### src/rtl/popcount32.sv
// Population count of a 32-bit vector.
module popcount32 (
  input  logic [31:0] i_data,
  output logic [5:0]  o_count
);

  always_comb begin
    o_count = '0;
    for (int b = 0; b < 32; b++) begin
      o_count = o_count + {5'd0, i_data[b]};
    end
  end

endmodule

### config.mk
export PLATFORM = sky130hd
export DESIGN_NAME = popcount32
export DESIGN_NICKNAME = d
export VERILOG_FILES = /design/src/rtl/popcount32.sv
export SDC_FILE = /design/constraint.sdc
export NUM_CORES = 1
export LEC_CHECK = 0
export BUFFER_PORTS_ARGS = -buffer_cell sky130_fd_sc_hd__buf_2
export CORE_AREA = 8 8 53 55
export DETAILED_ROUTE_END_ITERATION = 10
export DIE_AREA = 0 0 61 63
export GPL_TIMING_DRIVEN = 0
export PLACE_DENSITY_LB_ADDON = 0.05
export SLEW_MARGIN = 0
export SYNTH_ARGS = -nofsm -noshare
export SYNTH_HDL_FRONTEND = slang
export SYNTH_SLANG_ARGS = --single-unit
export TNS_END_PERCENT = 10
### constraint.sdc
create_clock -name vclk -period 14.3
set_input_delay 0.715 -clock vclk [all_inputs]
set_output_delay 0.715 -clock vclk [all_outputs]
set_load 0.03 [all_outputs]
Word-level counts from Yosys, hierarchy flattened. Cells that the tools add are included.

Add/subtract/negate cells: 31.

Operators by type and width (count): 6-bit by 1-bit adder with 6-bit output (26); 5-bit by 1-bit adder with 6-bit output (1); 4-bit by 1-bit adder with 5-bit output (1); 3-bit by 1-bit adder with 4-bit output (1); 2-bit by 1-bit adder with 3-bit output (1); 1-bit by 1-bit adder with 2-bit output (1).

Output and inout port bits: 6. Flip-flop bits (word level): 0. Input bits: 32.

Logic depth before layout (Yosys ltp).
Word-level depth: 31. Depth in mapped cells: 16. Depth with buffers taken out: 16.

Least setup slack after synthesis. OpenSTA, ideal clock, no wires.

Kind: input to output. From: input port i_data[0]. To: output port o_count[4]. Required time: 13.585 ns. Path buffers: 0. Stages on the path: 16. Arrival: 5.148 ns. Setup slack: 8.437 ns. Cell sequence: inv_1 fa_1 inv_1 fa_1 fa_1 fa_1 fa_1 inv_1 fa_1 inv_1 ha_1 inv_1 fa_1 nand2b_1 a21oi_2 xor2_1.

Longest elaborated chain between the ends: 31.

Ends and longest elaborated chain: start, declared (RTL line 3) `input logic [31:0] i_data,`; 1-bit by 1-bit adder with 2-bit output (RTL line 10) `o_count = o_count + {5'd0, i_data[b]};`; 2-bit by 1-bit adder with 3-bit output (RTL line 10); 3-bit by 1-bit adder with 4-bit output (RTL line 10); 4-bit by 1-bit adder with 5-bit output (RTL line 10); 5-bit by 1-bit adder with 6-bit output (RTL line 10); 6-bit by 1-bit adder with 6-bit output (26 in series) (RTL line 10); end, declared (RTL line 4) `output logic [5:0] o_count`.

Every way passes these cells.

Worst setup path after layout. Ends and elaborated chain as after synthesis.

==> flow_metrics.py <==
metrics = {
    "critical_path": {
        "worst_ep_arrival_time_ps": 5220,
        "slowest_delay_ps": 520,
        "worstSetupPathType": "input port to output pin",
        "critPathBufInv": 7,
        "cpMostUsedCell": "fa_1",
        "cp-start-kind": "input port",
        "critPathSlowestCell": "fa_1",
        "end_kind": "output pin",
        "crit_required_ps": 13590,
        "crit_family": "adder cells",
        "worstPathCellList": "buf_2 -> inv_1 -> fa_1 -> inv_1 -> fa_1 -> fa_1 -> fa_1 -> fa_1 -> inv_1 -> fa_1 -> inv_1 -> ha_1 -> inv_1 -> fa_1 -> nand2b_1 -> a21oi_2 -> xor2_1 -> buf_2",
        "crit_fanout": 2,
    },
    "logic_synthesis": {
        "yosys_warnings": 0,
        "synth_top_area_cell": "fa_1",
        "synth_mux_area_frac": 0,
        "synth_top_family_by_area": "adder cells",
        "syn_area_um2": 758,
        "ys_types": 11,
        "synth_simple_gate_area_frac": 0.0281,
        "synth_cells": 73,
        "syn_area_per_cell_um2": 10.4,
        "syn-num-nets": 136,
        "synth_top_area_frac": 0.634,
        "ys_seq_area_frac": 0,
        "yosys.area_share.adder": 0.749,
        "synth_xor_area_frac": 0.0347,
        "synth-compound-area-share": 0.0396,
        "yosys-top-cells-area": "fa_1 (63%), inv_1 (15%), ha_1 (12%), a21oi_2 (2.3%), xnor2_1 (2.3%)",
    },
    "layout": {
        "n_clock_buffer": 0,
        "layout_commonest_cell": "buf_2",
        "antennaDiodeCount": 0,
        "design.seq.count": 0,
        "drive_gt1_frac": 0.360,
        "areaGrowthSynthToFinish_pct": 29.7,
        "final_cell_mix": "buf_2 (38), inv_1 (30), fa_1 (24)",
        "finalNetCount": 176,
        "ff_latch_area_um2": 0,
    },
    "floorplan": {
        "die-area_mm2": 0.00384,
        "die_h_um": 63,
        "pin_count": 38,
        "initial_core_util": 0.367,
        "fp-row-count": 17,
        "coreArea_mm2": 0.00206,
        "die_w_um": 61,
    },
    "timing": {
        "tns_ps": 0,
        "slew_viol_final": 0,
        "hold_viol": 0,
        "tightest_slew_ps": 132,
        "setup_viol": 0,
        "fmax_mhz": 169,
        "rsz0062_at_grt": "no",
        "maxSlewHeadroom": 0.911,
        "finalCritPeriodShare": 0.415,
        "period_minus_slack_ps": 5930,
    },
    "routing": {
        "drtIter0Drc": 1,
        "vias_per_cell": 3.94,
        "vias": 548,
        "drc": 0,
        "postRouteWirelength_mm": 1.35,
        "first_pass_iters": 2,
        "wl_per_cell_um": 9.68,
        "ant_nets": 0,
    },
    "placement": {
        "hpwl_mm": 1.37,
        "portBuffers": 38,
        "gp_congestion": 0.638,
    },
    "hold_path": {
        "hold_class": "input port to output pin",
    },
    "global_route": {
        "grtUsageMet2": 0.146,
        "track_usage": 0.0766,
        "grt_max_degree": 4,
        "use_met3": 0.0103,
        "use_met1": 0.0901,
        "grt_pass1_vias": 616,
        "antenna_found_initial": 0,
        "grt_overflow_total": 0,
        "grt_pass1_wl_mm": 2.46,
        "grt_busiest_layer": "met2",
    },
    "clock_tree": {
        "cts_setup_buffers": 0,
        "ctsResizeCount": 0,
        "cts_hold_buf": 0,
    },
    "run": {
        "drv_cap": 0,
    },
    "run_status": {
        "status": "completed",
    },
}
[cell type report]
| class | count | area [um2] |
|---|---|---|
| fillers | 211 | 1080 |
| inverters | 30 | 113 |
| well taps | 28 | 35.0 |
| multi-input cells | 43 | 646 |
| repair buffers | 38 | 190 |
[worst min-delay path: stages]
cell   delay [ps]
buf_2          80
ha_1          120
buf_2         180
[path summary, 6_finish.rpt]
path / to / startpoint / cells past startpoint / slack, ps
setup / recovery: o_count[4] / i_data[0] / 18 / 8370
hold / removal: o_count[0] / i_data[2] / 3 / 1810
[layer usage]
layer | vias to the layer above | share of wire
li1 | 276 | -
met1 | 254 | 0.37
met5 | - | 0
met3 | 0 | 0.079
met2 | 18 | 0.55
met4 | 0 | 0
[cells by family (layout without fill, tap and decap cells)]
kind of cell    Yosys count  in the layout
compound gates            4              4
xor+xnor                  3              3
fa+ha+maj                31             31
buf+inv                  30             68
simple gates              5              5
[cell usage after synthesis (all sizes together)]
cell     n
inv     30
fa      24
ha       7
a21oi    2
nand2    2
nor2     2
xnor2    2
a21o     1
nand2b   1
o21ai    1
xor2     1
[per-stage QoR]
step | hold WS, ps | util | cell area, um2 | setup slack, ps | cells
2_1_floorplan | 1700 | - | 758 | 8440 | 73
3_3_place_gp | 1810 | 0.477 | 983 | 8380 | 139
3_5_place_dp | 1810 | 0.477 | 983 | 8330 | 139
4_1_cts | 1810 | 0.477 | 983 | 8320 | 139
5_1_grt | 1840 | 0.477 | 983 | 8070 | 139
6_report | 1810 | 0.477 | 983 | 8370 | 139
Power is not shown: default switching activity piles up to over one toggle a cycle in this logic, so the estimate is an artifact.
